--- config.mk ---
export PLATFORM = sky130hd
export DESIGN_NAME = ram_bist
export DESIGN_NICKNAME = d
export VERILOG_FILES = /design/src/rtl/ram_bist.sv
export SDC_FILE = /design/constraint.sdc
export NUM_CORES = 1
export LEC_CHECK = 0
export CAP_MARGIN = 20
export CORE_MARGIN = 2
export CORE_UTILIZATION = 45
export DETAILED_ROUTE_END_ITERATION = 16
export PLACE_DENSITY = 0.69
export SYNTH_ARGS = -nofsm -noshare
export SYNTH_HDL_FRONTEND = slang
export SYNTH_SLANG_ARGS = --single-unit
--- constraint.sdc ---
create_clock -name CLK -period 6.75 [get_ports CLK]
set_input_delay 0.675 -clock CLK [delete_from_list [all_inputs] [get_ports CLK]]
set_output_delay 0.675 -clock CLK [all_outputs]
set_load 0.02 [all_outputs]
--- src/rtl/ram_bist.sv ---
// Built-in self-test initiator for a single-port synchronous RAM: writes an
// address+seed pattern to every word, reads it back, and counts mismatches.
module ram_bist #(
    parameter int DATA_W    = 8,
    parameter int ADDR_W    = 8,
    parameter int LAST_ADDR = 255
) (
    input  logic              CLK,
    input  logic              RST,
    input  logic              START,
    input  logic [DATA_W-1:0] SEED,
    input  logic [DATA_W-1:0] Dout,
    output logic [DATA_W-1:0] Din,
    output logic [ADDR_W-1:0] Addr,
    output logic              EN,
    output logic              WE,
    output logic              BUSY,
    output logic              DONE,
    output logic              PASS,
    output logic [ADDR_W:0]   ERR_CNT,
    output logic [ADDR_W-1:0] FAIL_ADDR
);

    localparam logic [ADDR_W-1:0] LAST = ADDR_W'(LAST_ADDR);

    typedef enum logic [2:0] {S_IDLE, S_WRITE, S_READ, S_DRAIN, S_DONE} state_t;

    state_t              state_q, state_d;
    logic [DATA_W-1:0]   seed_q, seed_d;
    logic [DATA_W-1:0]   din_q, din_d;
    logic [ADDR_W-1:0]   addr_q, addr_d;
    logic                en_q, en_d;
    logic                we_q, we_d;
    logic                busy_q, busy_d;
    logic                done_q, done_d;
    logic                pass_q, pass_d;
    logic [ADDR_W:0]     err_q, err_d;
    logic [ADDR_W-1:0]   fail_q, fail_d;
    logic                chk_v_q, chk_v_d;
    logic [DATA_W-1:0]   exp_q, exp_d;
    logic [ADDR_W-1:0]   cmp_addr_q, cmp_addr_d;

    function automatic logic [DATA_W-1:0] pattern(input logic [ADDR_W-1:0] a,
                                                  input logic [DATA_W-1:0] s);
        return DATA_W'(a) + s;
    endfunction

    always_ff @(posedge CLK or negedge RST) begin
        if (!RST) begin
            state_q    <= S_IDLE;
            seed_q     <= '0;
            din_q      <= '0;
            addr_q     <= '0;
            en_q       <= 1'b0;
            we_q       <= 1'b0;
            busy_q     <= 1'b0;
            done_q     <= 1'b0;
            pass_q     <= 1'b0;
            err_q      <= '0;
            fail_q     <= '0;
            chk_v_q    <= 1'b0;
            exp_q      <= '0;
            cmp_addr_q <= '0;
        end else begin
            state_q    <= state_d;
            seed_q     <= seed_d;
            din_q      <= din_d;
            addr_q     <= addr_d;
            en_q       <= en_d;
            we_q       <= we_d;
            busy_q     <= busy_d;
            done_q     <= done_d;
            pass_q     <= pass_d;
            err_q      <= err_d;
            fail_q     <= fail_d;
            chk_v_q    <= chk_v_d;
            exp_q      <= exp_d;
            cmp_addr_q <= cmp_addr_d;
        end
    end

    always_comb begin
        state_d    = state_q;
        seed_d     = seed_q;
        din_d      = din_q;
        addr_d     = addr_q;
        en_d       = en_q;
        we_d       = we_q;
        busy_d     = busy_q;
        done_d     = done_q;
        pass_d     = pass_q;
        err_d      = err_q;
        fail_d     = fail_q;
        chk_v_d    = 1'b0;
        exp_d      = exp_q;
        cmp_addr_d = cmp_addr_q;

        // Read data for the word presented last cycle is on Dout now.
        if (chk_v_q && (Dout != exp_q)) begin
            err_d = err_q + (ADDR_W+1)'(1);
            if (err_q == '0) fail_d = cmp_addr_q;
        end

        case (state_q)
            S_IDLE, S_DONE: begin
                en_d = 1'b0;
                we_d = 1'b0;
                if (START) begin
                    seed_d  = SEED;
                    err_d   = '0;
                    fail_d  = '0;
                    done_d  = 1'b0;
                    pass_d  = 1'b0;
                    busy_d  = 1'b1;
                    state_d = S_WRITE;
                    addr_d  = '0;
                    en_d    = 1'b1;
                    we_d    = 1'b1;
                    din_d   = pattern('0, SEED);
                end
            end
            S_WRITE: begin
                if (addr_q == LAST) begin
                    state_d = S_READ;
                    addr_d  = '0;
                    we_d    = 1'b0;
                end else begin
                    addr_d = addr_q + ADDR_W'(1);
                    din_d  = pattern(addr_q + ADDR_W'(1), seed_q);
                end
            end
            S_READ: begin
                chk_v_d    = 1'b1;
                exp_d      = pattern(addr_q, seed_q);
                cmp_addr_d = addr_q;
                if (addr_q == LAST) begin
                    state_d = S_DRAIN;
                    addr_d  = '0;
                    en_d    = 1'b0;
                end else begin
                    addr_d = addr_q + ADDR_W'(1);
                end
            end
            S_DRAIN: begin
                // err_d already includes the final word's compare.
                state_d = S_DONE;
                busy_d  = 1'b0;
                done_d  = 1'b1;
                pass_d  = (err_d == '0);
            end
            default: state_d = S_IDLE;
        endcase
    end

    assign Din       = din_q;
    assign Addr      = addr_q;
    assign EN        = en_q;
    assign WE        = we_q;
    assign BUSY      = busy_q;
    assign DONE      = done_q;
    assign PASS      = pass_q;
    assign ERR_CNT   = err_q;
    assign FAIL_ADDR = fail_q;

endmodule

# ---- Word-level counts from Yosys, hierarchy flattened
# Cells that the tools add are included.
dict set report classes {
  n_addsub 4
  mul 0
  div 0
  order_cmp 0
  eq_ne 10
  shift 0
  mux 27
  n_bitwise 0
  n_reduce_logical 17
}
# cell n
set op_table {}
lappend op_table {{8-bit two-way mux} 8}
lappend op_table {{8-bit case mux with 2 select lines} 2}
lappend op_table {{9-bit two-way mux} 3}
lappend op_table {{9-bit zero test} 2}
lappend op_table {{8-bit adder} 2}
lappend op_table {{3-bit case mux with 4 select lines} 1}
lappend op_table {{1-bit case mux with 2 select lines} 5}
lappend op_table {{2-bit AND reduction} 5}
lappend op_table {{9-bit by 1-bit adder with 9-bit output, second input constant} 1}
lappend op_table {{3-bit two-way mux} 3}
lappend op_table {{8-bit by 1-bit adder with 8-bit output, second input constant} 1}
lappend op_table {{8-bit == test, second input constant} 1}
lappend op_table {{2-bit != test, second input constant} 4}
lappend op_table {{8-bit != test} 1}
lappend op_table {{2-bit nonzero test} 4}
lappend op_table {{3-bit by 2-bit == test with 1-bit output, second input constant} 2}
lappend op_table {{3-bit AND reduction} 2}
lappend op_table {{1-bit two-way mux} 5}
lappend op_table {{2-bit OR reduction} 2}
lappend op_table {{3-bit by 1-bit == test with 1-bit output, second input constant} 1}
lappend op_table {{3-bit == test, second input constant} 1}
lappend op_table {{3-bit zero test} 1}
lappend op_table {{1-bit logical AND} 1}
dict set report totals {
  reg_bits 66
  latchBits 0
  mem_bits_rw 0
  rom_bits 0
  input_bits 19
  output_inout_bits 38
  mem_count 0
}

# ---- Depth between registers and ports, before layout
# Gate-level depths: netlist of the first run.
dict set report depth {
  ltp_word 5
  mapped_depth 11
  mapped_depth_nobuf 11
}

# ---- Worst setup path after synthesis of the first run
# No wires, ideal clock.
dict set report synth_timing {
  path_kind {register to register}
  startpoint {register addr_q[0], in the netlist Addr[0]}
  endpoint {register din_q[7], in the netlist Din[7]}
  setup_time_ps 125
  arrival_ps 2394
  required_ps 6625
  path_slack_ps 4231
  path_stages_with_launch 11
  period_less_slack_ps 2519
  cell_sequence {dfrtp_1 ha_1 nand3_1 xnor2_1 ha_1 nand3_1 o211ai_1 o41ai_1 xnor2_1 o21ai_1 mux2_2}
}
dict set report synth_via {
  elab_chain_cells 4
  elab_cells_between_ends 7
  classes_between {add/sub: 2; eq/ne: 2; mux: 2; reduce/logical: 1}
}
# element line_no
set synth_rtl {}
lappend synth_rtl {{start, declared} 31} ;# logic [ADDR_W-1:0] addr_q, addr_d;
lappend synth_rtl {{start signal, assigned} 68} ;# addr_q <= addr_d;
lappend synth_rtl {{8-bit by 1-bit adder with 8-bit output} 129} ;# din_d = pattern(addr_q + ADDR_W'(1), seed_q);
lappend synth_rtl {{8-bit adder} 45} ;# return DATA_W'(a) + s;
lappend synth_rtl {{8-bit two-way mux} 123} ;# if (addr_q == LAST) begin
lappend synth_rtl {{8-bit case mux with 2 select lines} 104} ;# case (state_q)
lappend synth_rtl {{end signal, assigned} 67} ;# din_q <= din_d;
lappend synth_rtl {{end, declared} 30} ;# logic [DATA_W-1:0] din_q, din_d;
# Several ways; a longest one is shown, not always the timed one. The select of a mux whose other input is x is not followed.
# A chain may end at the register's enable or synchronous reset.

# ---- Worst setup path after layout of the first run
# Ends and elaborated chain as after synthesis.

==> results of run 1 <==
[metal layers]
metal | track usage | part of all wire | vias to the layer above
li1 | - | - | 1454
met1 | 0.299 | 0.50 | 1361
met2 | 0.288 | 0.44 | 69
met3 | 0.0369 | 0.051 | 4
met4 | 0.0688 | 0.0074 | 0
met5 | 0 | 0 | -
[cell families (layout without fill, tap and decap cells)]
group,after synthesis,count (layout),share of synthesized area
simple gates,159,159,0.203
compound gates,69,69,0.115
flops,66,66,0.450
xor+xnor,33,33,0.0788
buf+inv,27,87,0.0344
fa+ha+maj,20,20,0.0723
mux,17,17,0.0467
[area by class of cell]
type | count | area, µm² | share of cell area
Timing Repair Buffer | 58 | 571 | 0.127
Multi-Input combinational cell | 298 | 1890 | 0.421
Inverter | 13 | 48.8 | 0.0109
Sequential cell | 66 | 1650 | 0.368
Tap cell | 102 | 128 | 0.0284
Clock buffer | 9 | 124 | 0.0276
Clock inverter | 7 | 78.8 | 0.0175
[Yosys cell counts, types with 2 or more instances]
library cell               instances  share of area
sky130_fd_sc_hd__o31ai_1           5          0.010
sky130_fd_sc_hd__and2_1            2         0.0034
sky130_fd_sc_hd__clkbuf_1          7         0.0072
sky130_fd_sc_hd__xor2_1           17          0.041
sky130_fd_sc_hd__buf_2             2         0.0027
sky130_fd_sc_hd__o21ai_0           5         0.0068
sky130_fd_sc_hd__buf_4             2         0.0041
sky130_fd_sc_hd__dfrtp_1          66           0.45
sky130_fd_sc_hd__xnor2_1          16          0.038
sky130_fd_sc_hd__nor2_1           27          0.028
sky130_fd_sc_hd__a31oi_1           3         0.0051
sky130_fd_sc_hd__a21oi_1          13          0.018
sky130_fd_sc_hd__nor4_2            2         0.0068
sky130_fd_sc_hd__nor4_1            2         0.0034
sky130_fd_sc_hd__a211oi_1          2         0.0041
sky130_fd_sc_hd__buf_6             2         0.0061
sky130_fd_sc_hd__nor2b_1           2         0.0034
sky130_fd_sc_hd__a21o_1            4         0.0082
sky130_fd_sc_hd__nand2_1          79          0.081
sky130_fd_sc_hd__nor2_2            2         0.0034
sky130_fd_sc_hd__nand2b_1          4         0.0068
sky130_fd_sc_hd__or3b_1            2         0.0048
sky130_fd_sc_hd__fa_1              2          0.011
sky130_fd_sc_hd__o21a_1            2         0.0041
sky130_fd_sc_hd__mux2i_1          16          0.044
sky130_fd_sc_hd__inv_1            12          0.012
sky130_fd_sc_hd__nor3_1            6         0.0082
sky130_fd_sc_hd__nand3_1          13          0.018
sky130_fd_sc_hd__nand2_2           2         0.0034
sky130_fd_sc_hd__ha_1             18          0.061
sky130_fd_sc_hd__nor3_2            2         0.0055
sky130_fd_sc_hd__and3_1            2         0.0034
sky130_fd_sc_hd__nand4_1           3         0.0051
sky130_fd_sc_hd__o21ai_1          25          0.034
[sequential cells by signal, indices dropped and copies added (netlist names)]
register    count
BUSY            1
Din             8
seed_q          8
ERR_CNT         9
cmp_addr_q      8
FAIL_ADDR       8
state_q         3
WE              1
chk_v_q         1
PASS            1
EN              1
exp_q           8
DONE            1
Addr            8
[worst paths after layout]
| kind | to | slack (ps) |
|---|---|---|
| setup / recovery | Din[7] | 4070 |
| hold / removal | BUSY | 480 |
| setup reg to reg | Din[7] | 4070 |
| hold reg to reg | BUSY | 480 |
| max in group asynchronous | Din[1] | 5700 |
| min in group asynchronous | ERR_CNT[7] | 500 |
[where the power goes]
part | switching (W) | internal [W] | total, W
registers | 0.0000768 | 0.000455 | 0.000532
logic | 0.000343 | 0.000303 | 0.000646
clock network | 0.000168 | 0.000173 | 0.000341
[worst register-to-register path, cell delays in order (launching register included)]
cell	delay, ps
sky130_fd_sc_hd__dfrtp_1	490
sky130_fd_sc_hd__ha_1	270
sky130_fd_sc_hd__nand3_1	140
sky130_fd_sc_hd__xnor2_1	240
sky130_fd_sc_hd__ha_1	320
sky130_fd_sc_hd__nand3_1	120
sky130_fd_sc_hd__o211ai_1	100
sky130_fd_sc_hd__o41ai_1	370
sky130_fd_sc_hd__xnor2_1	170
sky130_fd_sc_hd__o21ai_1	70
sky130_fd_sc_hd__mux2_2	270
[cell usage in the layout (no fill, tap or decap), types with 3 or more instances in the layout]
| cell | count |
|---|---|
| sky130_fd_sc_hd__a21o_1 | 4 |
| sky130_fd_sc_hd__a21oi_1 | 13 |
| sky130_fd_sc_hd__a31oi_1 | 3 |
| sky130_fd_sc_hd__clkbuf_8 | 9 |
| sky130_fd_sc_hd__clkdlybuf4s50_1 | 55 |
| sky130_fd_sc_hd__clkinvlp_4 | 3 |
| sky130_fd_sc_hd__dfrtp_1 | 66 |
| sky130_fd_sc_hd__ha_1 | 18 |
| sky130_fd_sc_hd__inv_1 | 12 |
| sky130_fd_sc_hd__mux2i_1 | 16 |
| sky130_fd_sc_hd__nand2_1 | 79 |
| sky130_fd_sc_hd__nand2b_1 | 4 |
| sky130_fd_sc_hd__nand3_1 | 13 |
| sky130_fd_sc_hd__nand4_1 | 3 |
| sky130_fd_sc_hd__nor2_1 | 27 |
| sky130_fd_sc_hd__nor3_1 | 6 |
| sky130_fd_sc_hd__o21ai_0 | 5 |
| sky130_fd_sc_hd__o21ai_1 | 25 |
| sky130_fd_sc_hd__o31ai_1 | 5 |
| sky130_fd_sc_hd__xnor2_1 | 16 |
| sky130_fd_sc_hd__xor2_1 | 17 |
[stage by stage]
stage	total power [W]	worst slack [ps]	utilization
after global placement	0.00116	4060	0.550
after floorplan	0.000956	4230	-
after detailed placement	0.00118	3980	0.550
after CTS	0.00153	4090	0.575
final	0.00152	4070	0.575
after global routing	0.00163	3920	0.575
==> results.txt, run 1 <==
- Antenna violations before repair: 0
- During synthesis, Yosys emitted a total of 0 warnings.
* Cell with the biggest individual delay on the critical path: sky130_fd_sc_hd__dfrtp_1
* # nets final: 485
- Kind of cell with the highest combined delay on the critical path: adder cells
* Total half-perimeter wirelength after legalization and detailed placement: 5.66 mm
* # setup viols final: 0
- Maximum vdd ir drop: 205 µV
* Final instance count without filler cells: 553
- Number of global-route vias before repair: 2,708
* Post-route clock skew: 13.1 ps
* Crit Path Max Fanout: 8
- Number of violations reported at the end of detailed-routing iteration 0: 109
- Number of distinct standard cells referenced by the synthesized netlist: 56
* Instance count on the critical path: 10
- The cell area that synthesis handed to floorplanning was 0.00367 mm².
- The worst hold path passes through 2 cells.
- Number of cells on the worst reg-to-reg path: 10
- Entering global routing, the biggest net connects 67 pins.
- For this run, the total global-route usage over all layers was measured as 0.199.
- STA classifies the critical path endpoint as a flop.
- After detailed routing, the total wire length is 8.11 mm.
* DRC viols: 0
* Max-cap violation count: 0
* Number of clock sinks: 66
- Die footprint: 0.00889 mm²
- The clock tree synthesis step divided the H-tree into 3 levels.
- Number of hold buffers added after CTS: 0
* CP arrival: 2910 ps
- Residual antenna-violating net count after detailed routing: 0
* Average wire per cell in the routed design: 14.7 µm
- Max transition margin: 0.255
- Origin of the worst min-delay path: BUSY
* Number of nets in the synthesized netlist: 430
- STA classifies the critical path startpoint as a flop.
- From bottom edge to top edge, the die measures 94.3 µm.
- Together, buffers and inverters on the worst path number 0.
- Power per cell area: 338 mW/mm²
* First-pass GRT wire length: 13.7 mm
- Summed over all failing endpoints, the final setup total negative slack is 0 ps.
- In this run the static leakage power is 2.10 nW.
* Part of the cycle the worst path needs: 0.397
- Number of flip-flops and latches in the synthesized netlist: 66
- Beginning of the worst register-to-register path: Addr[0]
- In the routed layout, each cell is associated on average with a via count of 5.22.
* Worst path max stage delay: 490 ps
- Unrepaired setup endpoints after global routing: false
* Tightest Hold Check Type: reg -> reg
- During placement, the flow inserted port buffers numbering 56.
- Filler cell count: 724
- Clock tree synthesis selected as its root buffer the cell sky130_fd_sc_hd__clkbuf_8.
* Post-CTS clock slew at the launch and capture registers of the worst setup and hold paths: 80 ps
- Placer congestion estimate: 0.799
- Of the synthesized area, sequential elements account for 0.450.
- In this run the horizontal extent of the chip is 94.3 µm.
- The hold violation total from the final report came to 0.
- Average size of a mapped cell: 9.39 µm²
- The initial utilization of the core area, before any placement, comes to 0.470.
- Remaining global-route overflow: 0
- Of the cells placed in the final design, the portion with a size suffix greater than 1 is 0.0776.
- Row generation in the floorplan step produced 32 rows.
- Antenna diode count: 0
- Origin of the worst setup path: Addr[0]
* Post-DP Area: 0.00429 mm²
- CTS Buf Count: 9
- Number of cells produced by synthesis: 391
* Cells resized by post-CTS repair: 0
* Maximum operating frequency: 373 MHz
* Placeable core region: 0.00781 mm²
- Maximum root-to-sink buffer count: 2
* Actual slew at the worst max-slew pin: 1120 ps
- Once layout is done, the placed cells without fillers occupy 0.00449 mm².
- Total number of vias: 2,888
* Critical path cell sequence: ha_1 > nand3_1 > xnor2_1 > ha_1 > nand3_1 > o211ai_1 > o41ai_1 > xnor2_1 > o21ai_1 > mux2_2
- Post-CTS timing repair inserted 0 buffers for setup.
- The first detailed-routing pass ran for 4 iterations.
- Slew Limit Fails: 0
- Status: finished, final reports clean
* Prevailing post-synth register cell: sky130_fd_sc_hd__dfrtp_1
* Required time of the worst setup path: 6980 ps
- The later pin in the worst-skew pair is clocked with a latency of 350 ps.
* Worst Setup Path Type: reg -> reg
* Cells after DPL: 537
* Worst hold slack: 481 ps
- From synthesis to final layout, the design area changed by 22.4%.
- Of all flip-flops after synthesis, the portion carrying an async set or reset was 1.00.
- During I/O placement, the number of pins put on the boundary was 57.
- TritonCTS built the clock tree.
- Shortest period the worst path allows: 2680 ps
- The synthesized design contains 0 enable-type register cells.
(Power assumes the default switching activity.)
==> inputs of run 2 (changes only) <==
clock period = 2.7 ns   (was 6.75 ns; I/O delays follow)
==> run 2 against run 1 <==
Clock power is 120% higher. Sequential power grew 150%. Sequential cell count stayed put. Register-to-register slack got worse by 3900 ps. Sequential share of layout area is 0.31 points lower. Fmax up 5.9%. Critical path depth is the same. Utilization increased by 0.50 points. Routed wire length up 2.4%.
==> results.txt, run 2 (synthesized netlist as in run 1, its figures left out) <==
- Once layout is complete, the utilization of the core stands at 0.580.
* R2r endpoint: Din[7]
- The setup path with the least slack is of type reg -> reg.
- The hold violation total from the final report was 0.
- The library cells used most frequently in the layout, excluding fill and tap cells, are sky130_fd_sc_hd__nand2_1 (79), sky130_fd_sc_hd__dfrtp_1 (66), sky130_fd_sc_hd__clkdlybuf4s50_1 (55).
* Sum of buffers and inverters on the critical path: 0
* Initial core utilization: 0.470
* Remaining global-route overflow: 0
* Worst skew pair latency: 350 ps
- Total number of vias: 2,933
- Kind of cell with the highest combined delay on the critical path: adder cells
- Pin placement for this block handled 57 I/O pins.
- Residual antenna-violating net count after detailed routing: 0
- Walking the worst path, the cells encountered are ha_2 > nand3_1 > xnor2_2 > ha_1 > nand3_1 > o211ai_1 > o41ai_2 > xnor2_1 > o21ai_1 > mux2_2.
* Number of placement rows: 32
- After detailed routing, the number of vias per cell comes to 5.26.
- H-tree levels: 3
* Reg2Reg Setup Slack: 170 ps
* Share of post-route cells with drive strength above 1: 0.0899
- For the final database, setup skew stands at 8.10 ps.
* Most frequent standard cell in the layout excluding fill and tap cells: sky130_fd_sc_hd__nand2_1
- Across every metal layer, demand over resource in global routing totals 0.205.
* Instance count on the critical path: 10
- Number of global-route vias before repair: 2,964
- The region available for standard cell placement spans 0.00781 mm².
- Power per cell area: 819 mW/mm²
- Max-cap violations in this run came to 0.
* # setup viols final: 0
- Timing would allow up to 395 MHz.
- Worst hold slack: 460 ps
* TritonCTS clock tree: yes
- The pre-antenna-repair detailed-routing pass consisted of 5 iterations.
- Number of buffers added for setup after CTS: 0
- Average wire per cell in the routed design: 14.9 µm
- The floorplan step defined a die boundary enclosing 0.00889 mm².
- CTS root buf: sky130_fd_sc_hd__clkbuf_8
- The first global-routing pass estimated 14.1 mm of wire.
* Antenna violations before repair: 0
- Most common cell type on the critical path: sky130_fd_sc_hd__nand3_1
* Antenna diode count: 0
- STA classifies the critical path startpoint as a flop.
* Total half-perimeter wirelength after legalization and detailed placement: 6.01 mm
- The largest single stage delay on the critical path is 440 ps.
* CP arrival: 2770 ps
* Leakage power figure: 2.14 nW
- In this run the worst path has a maximum fanout of 6.
- Crit. End Element: flop
- At the worst endpoint, the required time is 2930 ps.
- Horiz. Die Dim: 94.3 µm
- The number of placed instances, taps included, is 541.
* Max reg flops: 9
- Input and output buffers added on the ports amount to 56.
- The worst pin sits at a relative slew slack of 0.581.
- CTS Buf Count: 9
- Status: finished, final reports clean
* Final instance count without filler cells: 558
- In the routed design, unresolved DRC markers number 0.
- Cell with the biggest individual delay on the critical path: sky130_fd_sc_hd__dfrtp_1
* Area Overhead vs Synth: 23.5%
* Maximum vdd ir drop: 548 µV
- Number of violations reported at the end of detailed-routing iteration 0: 120
- The worst hold path belongs to the class in -> async.
- At the pin with the least slew margin, the transition time is 629 ps.
- Counting cells, the worst reg-to-reg path comes to 10.
* Total wire length: 8.30 mm
- Maximum root-to-sink buffer count: 2
- In this run the critical register-to-register path is launched from Addr[1].
- Post-CTS clock slew at the launch and capture registers of the worst setup and hold paths: 80 ps
- Routability-driven placement finished with a final weighted congestion of 0.809.
- Maximum number of pins on one net before global-route repair: 67
- For the finished layout, the period the worst path requires is 2530 ps.
- Slew Limit Fails: 0
- The final layout contains 490 nets.
- The clock drives 66 sinks.
* Part of the cycle the worst path needs: 0.937
- Vertical die dimension: 94.3 µm
run 2: cell count changes in the layout (fill, tap and decap cells not counted), sizes merged:
cell and change:
buf +4, clkbuf +2, bufinv -1, clkinv +1, clkinvlp -1, dlygate4sd3 +1
inv -1
run 2: report_power, final:
group	internal [W]	leakage, nW	switching [W]	total, W
registers	0.00114	0.861	0.000172	0.00131
logic	0.000783	1.19	0.000872	0.00165
clock network	0.000353	0.0851	0.000392	0.000745
run 2: metrics by stage:
stage               total power (W)  instance area [µm²]  TNS [ps]  setup slack (ps)
finish                      0.00371                 4530         0               169
global placement            0.00291                 4330         0               236
detailed placement          0.00294                 4330         0              94.5
global route                0.00398                 4530     -40.1             -40.1
floorplan                   0.00239                 3670         0               181
CTS                         0.00370                 4510         0              58.3
run 2: worst reg2reg max path: cells and delay by family (launching register included):
family | cells | cell delay, ps
AOI/OAI and AO/OA | 3 | 480
DFF | 1 | 440
xor gates and xnor gates | 2 | 360
and+or+nand+nor | 2 | 270
muxes | 1 | 270
adders and majority gates | 2 | 610
run 2: layer usage:
| layer | up-vias | global-route usage | share of wire |
|---|---|---|---|
| met5 | - | 0 | 0 |
| met1 | 1402 | 0.278 | 0.47 |
| met4 | 0 | 0.0809 | 0.013 |
| met2 | 69 | 0.319 | 0.46 |
| met3 | 10 | 0.0482 | 0.052 |
| li1 | 1452 | - | - |
run 2: worst max path at each step:
stage	to	startpoint	slack, ps
floorplan	Din[7]	Addr[0]	180
global placement	Din[7]	Addr[1]	240
detailed placement	Din[7]	Addr[1]	90
CTS	Din[7]	Addr[1]	60
global route	Din[7]	Addr[1]	-40
finish	Din[7]	Addr[1]	170
run 2: cell type report:
type / count / area (µm²)
Clock buffer: 11 / 141
Clock inverter: 5 / 30.0
Fill cell: 695 / 3280
Inverter: 13 / 48.8
Multi-Input combinational cell: 298 / 1910
Sequential cell: 66 / 1650
Tap cell: 102 / 128
Timing Repair Buffer: 63 / 623
run 2: what timing repair did:
item	CTS	global route
hold buffers	1	0
endpoints found under the hold margin	66	0
setup endpoints to repair	0	1
gates resized for setup	0	3
==> inputs of run 3 (changes only) <==
CORE_MARGIN = default   (was 2)
CTS_BUF_LIST = sky130_fd_sc_hd__clkbuf_16   (was default)
CTS_CLUSTER_SIZE = 28   (was default)
==> run 3 against run 2 <==
Sequential power hardly changed. Setup slack better by 13 ps. Count of clock-buffer cells in the layout is 2 lower. Critical path type unchanged. Largest power group unchanged. Highest routed layer unchanged.
==> results.txt, run 3 (synthesized netlist as in run 1, its figures left out) <==
- Placer congestion estimate: 0.879
* Worst skew pair latency: 330 ps
* H-tree levels: 3
- In this run the power density over the cells is 896 mW/mm².
- Number of placement rows: 32
- Max-cap violation count: 0
- In this run, the number of DRC markers left after iteration 0 of detailed routing was 129.
* Final instance count without filler cells: 560
* Post-route clock skew: 6.90 ps
* Tightest Hold Check Type: in -> async
- Setup total negative slack on the finished layout was measured at 0 ps.
- In this run the count of I/O pins placed on the die edge is 57.
- After global routing the overflow that remains totals 0.
- Area Overhead vs Synth: 27.3%
- Average wire per cell in the routed design: 14.7 µm
* Total half-perimeter wirelength after legalization and detailed placement: 6.08 mm
* Seq pwr share: 0.313
- Total wire length: 8.24 mm
* Required time of the worst setup path: 2910 ps
* # nets final: 492
- By startpoint and endpoint, the worst setup path is classified as reg -> reg.
- Status: finished, final reports clean
- For the pin with the worst max-slew slack, the measured transition is 566 ps.
* Placeable core region: 0.00781 mm²
- The hold violation total from the final report is 0.
- Internal power summed over all cells: 0.00272 W
* Crit Path Max Fanout: 6
* Max reg flops: 9
* Vertical die dimension: 92.3 µm
- CTS Buf Count: 9
- Pre-antenna DRT Iters: 4
- The top cell types in the final layout, fill and taps aside, are sky130_fd_sc_hd__nand2_1 (79), sky130_fd_sc_hd__dfrtp_1 (66), sky130_fd_sc_hd__clkdlybuf4s50_1 (55).
- Buffers placed on the I/O ports in this run total 56.
- In this run the register-to-register setup slack is 180 ps.
- CTS root buf: sky130_fd_sc_hd__clkbuf_16
* Area used by sequential logic in the layout: 0.00165 mm²
* Final Worst Setup Slack: 182 ps
- DRC viols: 0
- Die footprint: 0.00852 mm²
* Unrepaired setup endpoints after global routing: false
- Including well taps, the total number of placed cells is 543.
- Leaving out fill and tap cells, the most frequent cell in the layout is sky130_fd_sc_hd__nand2_1.
- Maximum number of pins on one net before global-route repair: 31
- In the finished design, the share of the clock period the worst path needs comes to 0.933.
* Number of buffers added for setup after CTS: 0
- IR analysis of the VDD net gives a maximum drop of 602 µV.
* Residual antenna-violating net count after detailed routing: 0
- Avg Vias per Cell: 5.25
* Maximum operating frequency: 397 MHz
- Before CTS, the worst setup slack after placement is 109 ps.
* Number of global-route vias before repair: 2,847
- Of the total power, the clock network draws 0.297.
* Area of the multi-input gates: 0.00190 mm²
- Share of post-route cells with drive strength above 1: 0.0917
- Antenna diode count: 0
- In this run the deepest clock path goes through 2 buffers.
* # setup viols final: 0
- Max transition margin: 0.622
* TritonCTS clock tree: yes
- Switching share of power: 0.351
- In this run the horizontal extent of the chip is 92.3 µm.
- The design draws 0.00419 W.
* Switching power summed over all nets: 0.00147 W
- Fill cells in the final layout number 710.
- Total number of vias: 2,940
- Initial core utilization: 0.470
- Launching element type of the critical path: flop
- The first global-routing pass estimated 14.1 mm of wire.
* Shortest period the worst path allows: 2520 ps
- The clock drives 66 sinks.
* Post-CTS clock slew at the launch and capture registers of the worst setup and hold paths: 60 ps
- The initial antenna violation count is 0.
- Leakage power figure: 2.20 nW
* Slew Limit Fails: 0
- Crit. End Element: flop
- The share of total power dissipated in combinational logic is 0.390.
* CP arrival: 2730 ps
- Combined global-route utilization of all metal layers: 0.211
==> run 3: cell count changes in the layout (fill, tap and decap cells not counted), moves of 2 or more <==
cell	change
sky130_fd_sc_hd__clkbuf_16	+9
sky130_fd_sc_hd__buf_4	+3
sky130_fd_sc_hd__clkbuf_8	-10
sky130_fd_sc_hd__bufinv_16	+2
==> run 3: worst max-delay path: stages (launching register included) <==
cell and delay, ps:
sky130_fd_sc_hd__dfrtp_1 450, sky130_fd_sc_hd__ha_1 280, sky130_fd_sc_hd__nand3_1 150, sky130_fd_sc_hd__xnor2_1 230, sky130_fd_sc_hd__ha_1 330, sky130_fd_sc_hd__nand3_1 110
sky130_fd_sc_hd__o211ai_1 120, sky130_fd_sc_hd__o41ai_2 260, sky130_fd_sc_hd__xnor2_1 160, sky130_fd_sc_hd__o21ai_1 70, sky130_fd_sc_hd__mux2_2 260
==> run 3: worst paths after layout <==
kind / startpoint / endpoint / cells past startpoint
max: Addr[1] / Din[7] / 10
min: RST / ERR_CNT[6] / 2
max reg2reg: Addr[1] / Din[7] / 10
min reg2reg: cmp_addr_q[5] / cmp_addr_q[5] / 2
max in group asynchronous: RST / cmp_addr_q[3] / 3
min in group CLK: cmp_addr_q[5] / cmp_addr_q[5] / 2
==> run 3: final cells by class <==
cell class	count	area share
Clock buffer	9	0.0482
Clock inverter	7	0.0201
Inverter	13	0.0104
Multi-Input combinational cell	298	0.407
Sequential cell	66	0.354
Tap cell	102	0.0273
Timing Repair Buffer	65	0.134
==> run 3: timing repair <==
action / in CTS / in global routing
setup endpoints to repair: 0 / 1
resized for setup: 0 / 1
hold buffers: 1 / 0
endpoints found under the hold margin: 19 / 0
==> run 3: power by group through the flow <==
stage               Combinational, W  Clock [W]  Sequential (W)
floorplan                   0.000945          0         0.00145
global placement             0.00160          0         0.00132
detailed placement           0.00162          0         0.00132
CTS                          0.00164    0.00126         0.00131
global route                 0.00181    0.00132         0.00134
finish                       0.00163    0.00124         0.00131
==> run 3: metal layers <==
metal	part of all wire	global-route usage	vias up
met4	0.015	0.0716	0
met2	0.46	0.334	58
li1	-	-	1466
met5	0	0	-
met1	0.48	0.293	1404
met3	0.041	0.0337	12
==> run 3: stage by stage <==
stage	utilization	hold slack, ps	cell area (µm²)
floorplan	-	-25.6	3670
global placement	0.555	253	4340
detailed placement	0.555	254	4340
CTS	0.597	437	4660
global route	0.598	484	4670
finish	0.598	425	4670
